$ cat src/rtl/peripheral_dbg_soc_dii_packetizer_pkg.sv
// Shared flit type for the debug interconnect (DII) link.
package peripheral_dbg_soc_dii_packetizer_pkg;

  // One flit on the DII link toward the router local input.
  typedef struct packed {
    logic [15:0] data;
    logic        valid;
    logic        last;
  } dii_flit;

endpackage

$ cat src/rtl/peripheral_dbg_soc_dii_packetizer.sv
// Turns a single event request into a DII packet: DEST, SRC, FLAGS, then payload words.
module peripheral_dbg_soc_dii_packetizer
  import peripheral_dbg_soc_dii_packetizer_pkg::*;
#(
  parameter int unsigned MAX_DATA_NUM_WORDS = 8,
  parameter logic [1:0]  PKT_TYPE           = 2'b10
) (
  input  logic                                      clk,
  input  logic                                      rst,
  input  logic [15:0]                               id,
  input  logic [15:0]                               dest,
  input  logic [3:0]                                type_sub,
  input  logic                                      event_available,
  output logic                                      event_consumed,
  input  logic [$clog2(MAX_DATA_NUM_WORDS+1)-1:0]   data_num_words,
  input  logic [MAX_DATA_NUM_WORDS*16-1:0]          data,
  output dii_flit                                   debug_out,
  input  logic                                      debug_out_ready
);

  localparam int unsigned LEN_W  = $clog2(MAX_DATA_NUM_WORDS + 1);
  localparam int unsigned DATA_W = MAX_DATA_NUM_WORDS * 16;

  localparam logic [2:0] ST_IDLE    = 3'd0;
  localparam logic [2:0] ST_DEST    = 3'd1;
  localparam logic [2:0] ST_SRC     = 3'd2;
  localparam logic [2:0] ST_FLAGS   = 3'd3;
  localparam logic [2:0] ST_PAYLOAD = 3'd4;

  logic [2:0]        state_q, state_d;
  logic [LEN_W-1:0]  word_q, word_d;
  logic [LEN_W-1:0]  len_q, len_d;
  logic [15:0]       dest_q, dest_d;
  logic [15:0]       id_q, id_d;
  logic [3:0]        type_sub_q, type_sub_d;
  logic [DATA_W-1:0] data_q, data_d;

  logic              capture_c;
  logic              word_is_last_c;
  logic [LEN_W-1:0]  len_clamped_c;
  logic [DATA_W-1:0] data_shifted_c;
  logic [15:0]       payload_word_c;

  // Request is taken only from IDLE and never while reset is held.
  assign capture_c      = (state_q == ST_IDLE) && event_available && !rst;
  assign len_clamped_c  = (data_num_words > LEN_W'(MAX_DATA_NUM_WORDS))
                          ? LEN_W'(MAX_DATA_NUM_WORDS) : data_num_words;
  assign word_is_last_c = ((word_q + LEN_W'(1)) == len_q);
  assign data_shifted_c = data_q >> {word_q, 4'b0000};
  assign payload_word_c = data_shifted_c[15:0];

  // State and captured-request registers.
  always_ff @(posedge clk) begin
    if (rst) begin
      state_q    <= ST_IDLE;
      word_q     <= '0;
      len_q      <= '0;
      dest_q     <= '0;
      id_q       <= '0;
      type_sub_q <= '0;
      data_q     <= '0;
    end else begin
      state_q    <= state_d;
      word_q     <= word_d;
      len_q      <= len_d;
      dest_q     <= dest_d;
      id_q       <= id_d;
      type_sub_q <= type_sub_d;
      data_q     <= data_d;
    end
  end

  // Next-state: capture in IDLE, advance one flit per accepted transfer.
  always_comb begin
    state_d    = state_q;
    word_d     = word_q;
    len_d      = len_q;
    dest_d     = dest_q;
    id_d       = id_q;
    type_sub_d = type_sub_q;
    data_d     = data_q;
    case (state_q)
      ST_IDLE: begin
        if (capture_c) begin
          state_d    = ST_DEST;
          word_d     = '0;
          len_d      = len_clamped_c;
          dest_d     = dest;
          id_d       = id;
          type_sub_d = type_sub;
          data_d     = data;
        end
      end
      ST_DEST: begin
        if (debug_out_ready) state_d = ST_SRC;
      end
      ST_SRC: begin
        if (debug_out_ready) state_d = ST_FLAGS;
      end
      ST_FLAGS: begin
        if (debug_out_ready) begin
          state_d = (len_q == '0) ? ST_IDLE : ST_PAYLOAD;
          word_d  = '0;
        end
      end
      ST_PAYLOAD: begin
        if (debug_out_ready) begin
          if (word_is_last_c) begin
            state_d = ST_IDLE;
            word_d  = '0;
          end else begin
            word_d  = word_q + LEN_W'(1);
          end
        end
      end
      default: begin
        state_d = ST_IDLE;
        word_d  = '0;
      end
    endcase
  end

  // Flit decode from registered state only; valid doubles as the in-packet flag.
  always_comb begin
    debug_out      = '0;
    event_consumed = capture_c;
    case (state_q)
      ST_DEST: begin
        debug_out.valid = 1'b1;
        debug_out.data  = dest_q;
      end
      ST_SRC: begin
        debug_out.valid = 1'b1;
        debug_out.data  = id_q;
      end
      ST_FLAGS: begin
        debug_out.valid = 1'b1;
        debug_out.data  = {PKT_TYPE, type_sub_q, 10'b0};
        debug_out.last  = (len_q == '0);
      end
      ST_PAYLOAD: begin
        debug_out.valid = 1'b1;
        debug_out.data  = payload_word_c;
        debug_out.last  = word_is_last_c;
      end
      default: begin
        debug_out = '0;
      end
    endcase
  end

endmodule

$ cat config.mk
export PLATFORM = sky130hd
export DESIGN_NAME = peripheral_dbg_soc_dii_packetizer
export DESIGN_NICKNAME = d
export VERILOG_FILES = /design/src/rtl/peripheral_dbg_soc_dii_packetizer_pkg.sv /design/src/rtl/peripheral_dbg_soc_dii_packetizer.sv
export SDC_FILE = /design/constraint.sdc
export NUM_CORES = 1
export LEC_CHECK = 0
export BUFFER_PORTS_ARGS = -buffer_cell sky130_fd_sc_hd__buf_2
export CAP_MARGIN = 20
export CORE_MARGIN = 10
export CORE_UTILIZATION = 48
export CTS_CLUSTER_SIZE = 30
export DETAILED_ROUTE_END_ITERATION = 12
export GPL_TIMING_DRIVEN = 1
export PLACE_DENSITY = 0.79
export SLEW_MARGIN = 20
export SYNTH_ARGS = -nofsm -noshare
export SYNTH_HDL_FRONTEND = slang
export SYNTH_SLANG_ARGS = --single-unit
$ cat constraint.sdc
create_clock -name clk -period 1.8 [get_ports clk]
set_input_delay 0.09 -clock clk [delete_from_list [all_inputs] [get_ports clk]]
set_output_delay 0.09 -clock clk [all_outputs]
set_load 0.02 [all_outputs]
Word level (Yosys, flattened, before mapping):

Index checks and enable logic that the tools add are counted.

* add/sub/neg operators: 1
* magnitude comparators: 1
* eq/ne operators: 11
* shifts and indexed selects: 1
* mux-type cells: 16
* bitwise operators: 1
* reduce and logical (&&, ||, !) cells: 9

Operators by type and width (number)
* $shr 128x8->16: 1
* $pmux 17 s4: 1
* $mux 3: 7
* $mux 4: 5
* $pmux 4 s4: 1
* $pmux 3 s5: 1
* $ne 2x2->1 const B: 6
* $eq 3x2->1 const B: 2
* $reduce_and 6->1: 1
* $add 4x1->4 const B: 1
* $eq 4x4->1: 1
* $gt 4x4->1 const B: 1
* $logic_not 4->1: 1
* $reduce_and 4->1: 1
* $eq 3x1->1 const B: 1
* $eq 3x3->1 const B: 1
* $logic_not 3->1: 1
* $logic_and 1x1->1: 2
* $pmux 1 s2: 1
* $reduce_and 2->1: 1
* $reduce_or 2->1: 1
* $logic_not 1->1: 1
* $not 1->1: 1

* register bits after elaboration: 175
* bits of input ports: 172
* output and inout bits: 19
* word-level logic and storage cells: 47

Longest topological paths before layout:

Gate-level depths: netlist of the first run.

* depth after elaboration: 5
* mapped depth: 8

Worst setup path after synthesis of the first run:

No wires, ideal clock.

* kind: reg2out
* from: register word_q[0]
* to: output port debug_out[0] (netlist name)
* arrival: 1.856 ns
* setup slack: -0.146 ns
* stages on the path, launching flop included: 7
* path buffers: 2
* cells stage by stage: dfxtp_1 -> buf_2 -> buf_2 -> nand3_1 -> xnor2_1 -> nand4_1 -> o21ai_0

RTL lines
* start, declared: line peripheral_dbg_soc_dii_packetizer.sv:31 `logic [LEN_W-1:0] word_q, word_d;`
* start signal, assigned: line peripheral_dbg_soc_dii_packetizer.sv:64 `word_q <= word_d;`
* end, declared: line peripheral_dbg_soc_dii_packetizer.sv:17 `output dii_flit debug_out,`

==> impl_metrics.yaml, run 1 <==
global_routing:
  grt.total_usage_pct: 27.0
  grt.overflow.total: 0
  grt_start_max_net_pins: 100
  grt_pass1_wl_um: 45300
  vias_in_the_first_global_route: 8406
  antenna_found_initial: 11
timing:
  minimum_clock_period_ns: 2.31
  hold_viol: 0
  achievable-frequency_ghz: 0.432
  report.final.slew_viol_count: 0
  layout_setup_ws_ns: -0.514
  clock-skew-final_ns: 0.00947
  worst-slew-pin-transition_ns: 0.680
  grt_setup_unrepaired: "true"
  setup-tns-final_ns: -6.68
  report.final.setup_viol: 21
  hold-worst-slack_ns: 0.0524
  timing.slew.headroom_pct: 54.7
  post-route-period-util_pct: 129
synthesis:
  number_of_synthesized_flops_with_an_enable_pin: 0
  synth-async-reset-ratio_pct: 0
  synth_largest_area_cell: "sky130_fd_sc_hd__dfxtp_1"
  postSynthNetCount: 1080
  yosys-top-cells-area: "sky130_fd_sc_hd__dfxtp_1 (47%), sky130_fd_sc_hd__nand2_1 (17%), sky130_fd_sc_hd__a21oi_1 (12%), sky130_fd_sc_hd__mux4_2 (9.6%), sky130_fd_sc_hd__clkbuf_1 (2.2%)"
  synth_warnings: 0
  prevailing_post_synth_register_cell: "sky130_fd_sc_hd__dfxtp_1"
  synth.avg_cell_area_um2: 8.26
  post_synth_num_cell_types: 37
  syn_area_um2: 7500
  syn-instance-count: 907
  synth_top_area_share_pct: 46.7
  yosysSeqAreaShare_pct: 46.7
  synth_seq_cells: 175
floorplan:
  placementRows: 45
  starting_density_pct: 49.1
  dieHeight_um: 145
  io_pins: 191
  die_width_um: 145
  design.core.area_um2: 15300
  die_ar_um2: 21000
worst_setup_path:
  worst_setup_path_startpoint: "word_q[0]"
  worstSetupEndpointType: "output pin"
  critical_path_required_ns: 1.71
  rr_startpoint: "state_q[0]"
  path_max_fanout: 6
  critical_path.endpoint: "debug_out[7]"
  worstSetupStartpointType: "flip-flop"
  timing.setup.critical_path_class: "flip-flop to output pin"
  reg2reg_depth: 6
  critical_path_arrival_ns: 2.22
  reg2reg_setup_slack_ns: -0.17
  r2r-end: "data_q[24]"
detailed_routing:
  detailedRoute.firstPassIterationCount: 6
  detail_route.wl_per_cell_um: 21.4
  post-route-drc-count: 0
  vias: 8514
  detail_route.wirelength_um: 31400
  detail_route.iter0.violations: 1206
  antenna_violating_nets_post_route: 0
  via_per_inst: 5.78
placement:
  dp_cell_count: 1257
  gp_congestion: 0.876
  count_of_port_buffers_added_during_placement: 190
  hpwl_um: 17400
cts:
  cts_inserted_buffers: 17
  clock_sink_count: 175
  clk_transition_reported_paths_ns: 0.07
  insertion_delay_ns: 0.44
  max-clock-path-buffers: 2
  cts-htree-levels: 4
  tritoncts: "yes"
  clk_tree_root_cell: "sky130_fd_sc_hd__clkbuf_16"
power_and_ir_drop:
  power.total_uw: 9870
  leakage_uw: 0.00450
  pwr_cell_area_nw_per_um2: 875
  ir_worst_vdd_uv: 681
cells_and_area:
  flow.area_growth_from_synthesis_pct: 50.4
  layout.cells.most_common_list: "sky130_fd_sc_hd__nand2_1 (341), sky130_fd_sc_hd__a21oi_1 (176), sky130_fd_sc_hd__buf_2 (174)"
  share_of_post_route_cells_with_drive_strength_above_1_pct: 25.3
  nNetsFinal: 1412
  commonest_non_fill_non_tap_cell_in_the_layout: "sky130_fd_sc_hd__nand2_1"
  finalNonFillerCells: 1472
worst_hold_path:
  hold_class: "primary input to flip-flop"
flow_run:
  cap_violations: 0
outcome:
  violations: "negative setup slack"
  status: "finished, violations left"
==> routing by layer <==
metal / GRT usage [%] / share of wire [%] / wire (um)
met4: 19.7 / 8.6 / 2710
met5: 0 / 0.025 / 8
met3: 6.80 / 11 / 3380
met2: 44.2 / 46 / 14600
met1: 29.9 / 34 / 10800
==> kinds of logic (layout without fill, tap and decap cells) <==
group,count (synthesis),count (layout),synth area share (%)
muxes,52,52,12.4
DFF,175,175,46.7
and+or+nand+nor,379,379,20.1
AOI/OAI and AO/OA,212,212,15.0
buffers and inverters,80,424,4.67
adders and majority gates,1,1,0.167
other,0,10,0
xor gates and xnor gates,8,8,0.935
==> worst max-delay path, cell delays in order, from the launching register on <==
cell                      delay [ns]
sky130_fd_sc_hd__dfxtp_4        0.42
sky130_fd_sc_hd__buf_12         0.15
sky130_fd_sc_hd__mux4_2         0.59
sky130_fd_sc_hd__mux2i_1        0.27
sky130_fd_sc_hd__o22ai_1        0.16
sky130_fd_sc_hd__buf_4          0.19
==> what timing repair did <==
| action | in CTS | in global routing |
|---|---|---|
| buffers inserted | 3 | 1 |
| endpoints found under the setup margin | 18 | 39 |
| pin swaps | 15 | 6 |
| hold buffers | 167 | 0 |
| gates resized for setup | 33 | 16 |
| gates cloned | 3 | 1 |
| endpoints found under the hold margin | 169 | 0 |
==> registers in the layout (all words and copies together) (netlist names) <==
register / count
len_q: 4
id_q: 16
data_q: 128
type_sub_q: 4
word_q: 4
state_q: 3
dest_q: 16
==> where the power goes <==
part | total [uW] | switching [uW] | leakage (uW) | internal (uW)
clock | 3710 | 1620 | 0.000284 | 2090
combinational | 1800 | 952 | 0.00278 | 850
sequential | 4360 | 202 | 0.00144 | 4160
total | 9870 | 2770 | 0.00450 | 7090
==> area by class of cell <==
cell class | count | area, um^2
well taps | 211 | 264
diodes | 10 | 25.0
fillers | 959 | 3990
multi-input cells | 652 | 3740
flip-flops and latches | 175 | 3510
inverters | 1 | 3.75
clock inverters | 12 | 135
repair buffers | 392 | 3150
clock buffers | 19 | 443
==> synthesized netlist by cell type (2+ instances only) <==
master                     number
sky130_fd_sc_hd__nand2_1      341
sky130_fd_sc_hd__a21oi_1      176
sky130_fd_sc_hd__dfxtp_1      175
sky130_fd_sc_hd__clkbuf_1      44
sky130_fd_sc_hd__mux4_2        32
sky130_fd_sc_hd__buf_2         28
sky130_fd_sc_hd__mux2i_1       16
sky130_fd_sc_hd__o22ai_1       16
sky130_fd_sc_hd__nor2_1        15
sky130_fd_sc_hd__a22oi_1       12
sky130_fd_sc_hd__buf_1          5
sky130_fd_sc_hd__xnor2_1        5
sky130_fd_sc_hd__mux2_2         4
sky130_fd_sc_hd__o21ai_0        4
sky130_fd_sc_hd__nand2b_1       3
sky130_fd_sc_hd__nor3b_1        3
sky130_fd_sc_hd__xor2_1         3
sky130_fd_sc_hd__buf_6          2
sky130_fd_sc_hd__nand3b_1       2
sky130_fd_sc_hd__nand4b_1       2
sky130_fd_sc_hd__nor3_1         2
sky130_fd_sc_hd__nor4_1         2
==> worst min-delay path by stage <==
stage	from	to	slack (ns)	cells after the start
finish	event_available	state_q[0]	0.05	3
global route	event_available	state_q[0]	0.06	3
detailed placement	data[88]	data_q[88]	0.34	3
global placement	data[72]	data_q[72]	0.33	3
CTS	event_available	state_q[0]	0.04	3
floorplan	data[0]	data_q[0]	0.23	2
==> metrics by stage <==
step                util (%)  cell area (um^2)  worst slack (ns)
finish                  73.9             11300            -0.514
CTS                     73.1             11200            -0.379
global route            73.9             11300            -0.553
floorplan                  -              7500           0.00348
global placement        57.0              8690            0.0481
detailed placement      57.0              8690            0.0238
Power figures use the tool's default switching activity.
==> run 2, diff against run 1 <==
--- a/config.mk
+++ b/config.mk
@@ -5,14 +5,14 @@
 export SDC_FILE = /design/constraint.sdc
 export NUM_CORES = 1
 export LEC_CHECK = 0
-export BUFFER_PORTS_ARGS = -buffer_cell sky130_fd_sc_hd__buf_2
 export CAP_MARGIN = 20
 export CORE_MARGIN = 10
-export CORE_UTILIZATION = 48
+export CORE_UTILIZATION = 50
 export CTS_CLUSTER_SIZE = 30
 export DETAILED_ROUTE_END_ITERATION = 12
+export DONT_BUFFER_PORTS = 1
 export GPL_TIMING_DRIVEN = 1
-export PLACE_DENSITY = 0.79
+export PLACE_DENSITY = 0.68
 export SLEW_MARGIN = 20
 export SYNTH_ARGS = -nofsm -noshare
 export SYNTH_HDL_FRONTEND = slang
==> constraint.sdc (replaced) <==
create_clock -name clk -period 2.4 [get_ports clk]
set_input_delay 0.12 -clock clk [delete_from_list [all_inputs] [get_ports clk]]
set_output_delay 0.12 -clock clk [all_outputs]
set_load 0.02 [all_outputs]
==> impl_metrics.yaml, run 2 (same netlist as run 1, synthesis figures left out) <==
flow_run:
  cap_violations: 0
cells_and_area:
  final_area_um2: 10100
  share_of_post_route_cells_with_drive_strength_above_1_pct: 10.3
  largest_registers: "data_q (128), dest_q (16), id_q (16)"
  layout.cells.most_common_list: "sky130_fd_sc_hd__nand2_1 (341), sky130_fd_sc_hd__a21oi_1 (176), sky130_fd_sc_hd__dfxtp_1 (172), sky130_fd_sc_hd__dlygate4sd3_1 (172), sky130_fd_sc_hd__mux4_2 (32)"
  registers.top_by_ff_count: "data_q"
  flow.area_growth_from_synthesis_pct: 34.4
  largest_reg_flops: 128
  num-fill-cells: 1162
  nNetsFinal: 1224
  commonest_non_fill_non_tap_cell_in_the_layout: "sky130_fd_sc_hd__nand2_1"
outcome:
  status: "completed"
detailed_routing:
  antenna_violating_nets_post_route: 0
  vias: 7098
  detailedRoute.firstPassIterationCount: 6
  via_per_inst: 5.68
  detail_route.wirelength_um: 24900
  post-route-drc-count: 0
  detail_route.wl_per_cell_um: 19.9
  detail_route.iter0.violations: 704
worst_setup_path:
  path_max_fanout: 16
  reg2reg_depth: 5
  worstSetupEndpointType: "output pin"
  worstSetupStartpointType: "flip-flop"
  r2r-end: "data_q[77]"
  worstPathCellList: "bufbuf_16 -> mux4_2 -> mux2i_1 -> o22ai_1 -> buf_4"
  rr_startpoint: "state_q[0]"
  critical_path_required_ns: 2.28
  critical_path_arrival_ns: 2.22
  critical_path.slowest_cell: "sky130_fd_sc_hd__mux4_2"
  cpPeakStageDelay_ns: 0.54
  reg2reg_setup_slack_ns: 0.13
  timing.setup.critical_path_class: "flip-flop to output pin"
timing:
  hold_viol: 0
  minimum_clock_period_ns: 2.34
  achievable-frequency_ghz: 0.426
  timing.slew.headroom_pct: 62.7
  report.final.slew_viol_count: 0
  report.final.setup_viol: 0
  clock-skew-final_ns: 0.0119
  setup-tns-final_ns: 0
  worst-slew-pin-transition_ns: 0.556
  post-route-period-util_pct: 97.7
  grt_setup_unrepaired: "true"
cts:
  insertion_delay_ns: 0.44
  cts_inserted_buffers: 17
  post_cts.repair.setup_buffers: 0
  max-clock-path-buffers: 2
  clock_sink_count: 175
  clk_transition_reported_paths_ns: 0.06
  tritoncts: "yes"
  cts-htree-levels: 4
  clk_tree_root_cell: "sky130_fd_sc_hd__clkbuf_16"
worst_hold_path:
  hold_end: "word_q[3]"
  hold_path_depth: 3
  hold_class: "primary input to flip-flop"
  hold_start: "rst"
power_and_ir_drop:
  ir_worst_vdd_uv: 540
  power.total_uw: 7020
  pwr_cell_area_nw_per_um2: 696
  leakage_uw: 0.00379
placement:
  gp_congestion: 0.848
  count_of_port_buffers_added_during_placement: 0
  placement.cell_area_um2: 7650
  hpwl_um: 15500
global_routing:
  grt.total_usage_pct: 23.5
  grt.overflow.total: 0
  grt_start_max_net_pins: 173
  antenna_found_initial: 1
  vias_in_the_first_global_route: 7055
  grt_pass1_wl_um: 37800
floorplan:
  design.core.area_um2: 14600
  placementRows: 44
  die_ar_um2: 20300
  io_pins: 191
  starting_density_pct: 51.4
  die_width_um: 142
  dieHeight_um: 142
[run 2: cell types whose count changed in the layout (fill, tap and decap cells not counted), moves of 2 or more]
cell	before	now
sky130_fd_sc_hd__clkinvlp_4	1	4
sky130_fd_sc_hd__clkinv_4	2	0
sky130_fd_sc_hd__mux2i_2	7	1
sky130_fd_sc_hd__o22ai_1	13	16
sky130_fd_sc_hd__diode_2	10	1
sky130_fd_sc_hd__buf_6	8	2
sky130_fd_sc_hd__buf_4	30	23
sky130_fd_sc_hd__buf_16	0	2
sky130_fd_sc_hd__buf_12	10	2
sky130_fd_sc_hd__o22ai_2	3	0
sky130_fd_sc_hd__dlygate4sd3_1	167	172
sky130_fd_sc_hd__mux2i_1	8	15
sky130_fd_sc_hd__buf_2	174	0
[run 2: layer usage]
metal	vias to the layer above	part of all wire, %	track usage [%]
li1	3364	-	-
met2	327	47	36.6
met1	3367	41	30.1
met5	-	0	0
met4	0	2.9	10.3
met3	40	8.5	6.11
[run 2: worst max path at each step]
stage	slack, ns	start	endpoint
6_report	0.06	word_q[0]	debug_out[14]
5_1_grt	-0.04	word_q[0]	debug_out[14]
4_1_cts	0.02	state_q[1]	data_q[126]
3_5_place_dp	0.42	word_q[0]	debug_out[8]
3_3_place_gp	0.41	word_q[0]	debug_out[8]
2_1_floorplan	0.42	word_q[0]	debug_out[0]
[run 2: power breakdown]
part,switching [uW],internal (uW)
combinational,571,504
sequential,140,3120
clock,1210,1470
total,1920,5090
[run 2: what timing repair did]
item	4_1_cts	5_1_grt
hold buffers	173	0
endpoints found under the setup margin	9	69
hold endpoints to repair	175	0
resized for setup	2	9
gates cloned	1	2
[run 2: area by class of cell]
type	instances	area (um^2)	area share, %
multi-input cells	652	3670	36.4
flip-flops and latches	175	3510	34.8
repair buffers	204	2090	20.8
clock buffers	18	439	4.36
well taps	184	230	2.28
clock inverters	14	130	1.29
inverters	1	3.75	0.0372
diodes	1	2.50	0.0248
[run 2: critical path: cells and delay by family, from the launching register on]
kind,cells,cell delay [ns]
flops,1,0.40
compound gates,1,0.14
mux,2,0.72
buf+inv,2,0.52
[run 2: stage by stage]
step | util, % | setup slack (ns) | hold slack [ns] | instances
global placement | 52.5 | 0.409 | 0.209 | 1040
finish | 69.1 | 0.0551 | 0.0635 | 1249
floorplan | - | 0.424 | 0.256 | 907
CTS | 68.6 | 0.0207 | 0.0381 | 1246
detailed placement | 52.5 | 0.418 | 0.215 | 1040
global route | 69.1 | -0.0403 | 0.0610 | 1249
==> run 3, diff against run 2 <==
--- a/config.mk
+++ b/config.mk
@@ -6,13 +6,10 @@
 export NUM_CORES = 1
 export LEC_CHECK = 0
 export CAP_MARGIN = 20
-export CORE_MARGIN = 10
 export CORE_UTILIZATION = 50
 export CTS_CLUSTER_SIZE = 30
 export DETAILED_ROUTE_END_ITERATION = 12
 export DONT_BUFFER_PORTS = 1
-export GPL_TIMING_DRIVEN = 1
-export PLACE_DENSITY = 0.68
 export SLEW_MARGIN = 20
 export SYNTH_ARGS = -nofsm -noshare
 export SYNTH_HDL_FRONTEND = slang
==> impl_metrics.yaml, run 3 (same netlist as run 1, synthesis figures left out) <==
floorplan:
  placementRows: 44
  io_pins: 191
  die_ar_um2: 15500
  design.core.area_um2: 14600
  die_width_um: 124
  dieHeight_um: 124
  starting_density_pct: 51.4
worst_setup_path:
  r2r-end: "word_q[1]"
  worstPathCellList: "buf_4 -> and2_1 -> nand2b_1 -> o22ai_1"
  rr_startpoint: "state_q[0]"
  cp.buffers_inverters: 1
  reg2reg_setup_slack_ns: 0.15
  timing.setup.critical_path_class: "flip-flop to output pin"
  worstSetupEndpointType: "output pin"
  critical_path_required_ns: 2.28
  path_max_fanout: 26
  cpPeakStageDelay_ns: 0.61
  reg2reg_depth: 5
  critical_path.slowest_cell: "sky130_fd_sc_hd__o22ai_1"
  critical_path_arrival_ns: 2.25
  worstSetupStartpointType: "flip-flop"
  critical_path.top_delay_family: "compound AO/OA/AOI/OAI gates"
cells_and_area:
  sequential_cell_area_um2: 3510
  utilization_pct: 68.1
  largest_registers: "data_q (128), dest_q (16), id_q (16)"
  num-fill-cells: 1141
  layout.cells.most_common_list: "sky130_fd_sc_hd__nand2_1 (341), sky130_fd_sc_hd__a21oi_1 (176), sky130_fd_sc_hd__dfxtp_1 (173)"
  largest_reg_flops: 128
  commonest_non_fill_non_tap_cell_in_the_layout: "sky130_fd_sc_hd__nand2_1"
  flow.area_growth_from_synthesis_pct: 32.4
  antenna-diode-count: 0
  registers.top_by_ff_count: "data_q"
  multi_input_area_um2: 3670
  share_of_post_route_cells_with_drive_strength_above_1_pct: 8.58
  nNetsFinal: 1209
timing:
  hold_viol: 0
  achievable-frequency_ghz: 0.421
  report.final.slew_viol_count: 0
  clock-skew-final_ns: 0.00663
  minimum_clock_period_ns: 2.37
  report.final.setup_viol: 0
  worst-slew-pin-transition_ns: 0.679
  timing.slew.headroom_pct: 54.7
  grt_setup_unrepaired: "true"
  post-route-period-util_pct: 98.9
worst_hold_path:
  hold_start: "debug_out_ready"
  hold_class: "primary input to flip-flop"
  hold_end: "state_q[1]"
  hold_path_depth: 3
detailed_routing:
  post-route-drc-count: 0
  antenna_violating_nets_post_route: 0
  detail_route.wirelength_um: 22900
  via_per_inst: 5.62
  detail_route.iter0.violations: 801
  vias: 6929
  detail_route.wl_per_cell_um: 18.5
  detailedRoute.firstPassIterationCount: 5
global_routing:
  antenna_found_initial: 1
  grt_pass1_wl_um: 35800
  vias_in_the_first_global_route: 6876
  grt_start_max_net_pins: 137
  grt.overflow.total: 0
  grt.total_usage_pct: 29.7
cts:
  tritoncts: "yes"
  max-clock-path-buffers: 2
  post_cts.repair.setup_buffers: 0
  clk_tree_root_cell: "sky130_fd_sc_hd__clkbuf_16"
  insertion_delay_ns: 0.42
  clk_transition_reported_paths_ns: 0.07
  clock_sink_count: 175
  cts_inserted_buffers: 17
  cts-htree-levels: 4
placement:
  hpwl_um: 14300
  count_of_port_buffers_added_during_placement: 0
  gp_congestion: 0.876
flow_run:
  cap_violations: 0
power_and_ir_drop:
  power.total_uw: 7010
  ir_worst_vdd_uv: 501
  leakage_uw: 0.00370
  pwr_cell_area_nw_per_um2: 706
outcome:
  status: "completed"
==> run 3: changes by cell type in the layout (fill, tap and decap cells not counted), sizes merged <==
cell and change:
bufbuf -1, clkbuf +1, inv -3, buf -13, bufinv +1, diode -1, clkinv +1, clkinvlp -1
==> run 3: power breakdown <==
part | internal, uW | total [uW] | switching, uW
sequential | 3120 | 3260 | 138
combinational | 476 | 1030 | 554
clock | 1540 | 2720 | 1180
==> run 3: repair_timing <==
action                                  CTS  global route
endpoints found under the setup margin    0            15
hold buffers                            173             0
hold endpoints to repair                175             0
resized for setup                         0             3
==> run 3: how the worst max path moves through the flow <==
stage	startpoint	to	slack [ns]	cells after the start
5_1_grt	state_q[1]	debug_out[6]	-0.08	4
2_1_floorplan	word_q[0]	debug_out[0]	0.42	6
6_report	state_q[2]	debug_out[16]	0.03	4
4_1_cts	state_q[2]	debug_out[2]	0.05	4
3_3_place_gp	word_q[0]	debug_out[10]	0.54	4
3_5_place_dp	state_q[2]	debug_out[2]	0.51	4
==> run 3: worst reg2reg max path, stage by stage (launching register included) <==
cell and delay, ns:
sky130_fd_sc_hd__dfxtp_1 0.34, sky130_fd_sc_hd__or4b_4 0.56, sky130_fd_sc_hd__o221a_1 0.38, sky130_fd_sc_hd__nand4b_1 0.22, sky130_fd_sc_hd__a21oi_1 0.14, sky130_fd_sc_hd__dlygate4sd3_1 0.55
==> run 3: area by class of cell <==
class | count | share of cell area (%)
multi-input cells | 652 | 36.9
flip-flops and latches | 175 | 35.3
repair buffers | 189 | 19.6
clock buffers | 20 | 4.40
well taps | 184 | 2.32
clock inverters | 12 | 1.37
inverters | 1 | 0.0378
==> run 3: metal layers <==
metal / up-vias / part of all wire [%] / wire length, um / track usage [%]
met1: 3283 / 43 / 9760 / 38.0
met5: - / 0 / 0 / 0
met2: 279 / 48 / 11000 / 47.8
met3: 44 / 6.3 / 1440 / 6.83
met4: 0 / 3.0 / 694 / 13.0
li1: 3323 / - / - / -
==> run 3: metrics by stage <==
step | hold WS [ns] | setup TNS, ns | cells | area (um^2) | setup WS [ns]
after floorplan | 0.256 | 0 | 907 | 7500 | 0.424
after global placement | 0.204 | 0 | 1027 | 7570 | 0.535
after detailed placement | 0.203 | 0 | 1027 | 7570 | 0.507
after CTS | 0.00724 | 0 | 1232 | 9890 | 0.0514
after global routing | 0.0310 | -0.484 | 1233 | 9930 | -0.0782
final | 0.0191 | 0 | 1233 | 9930 | 0.0271
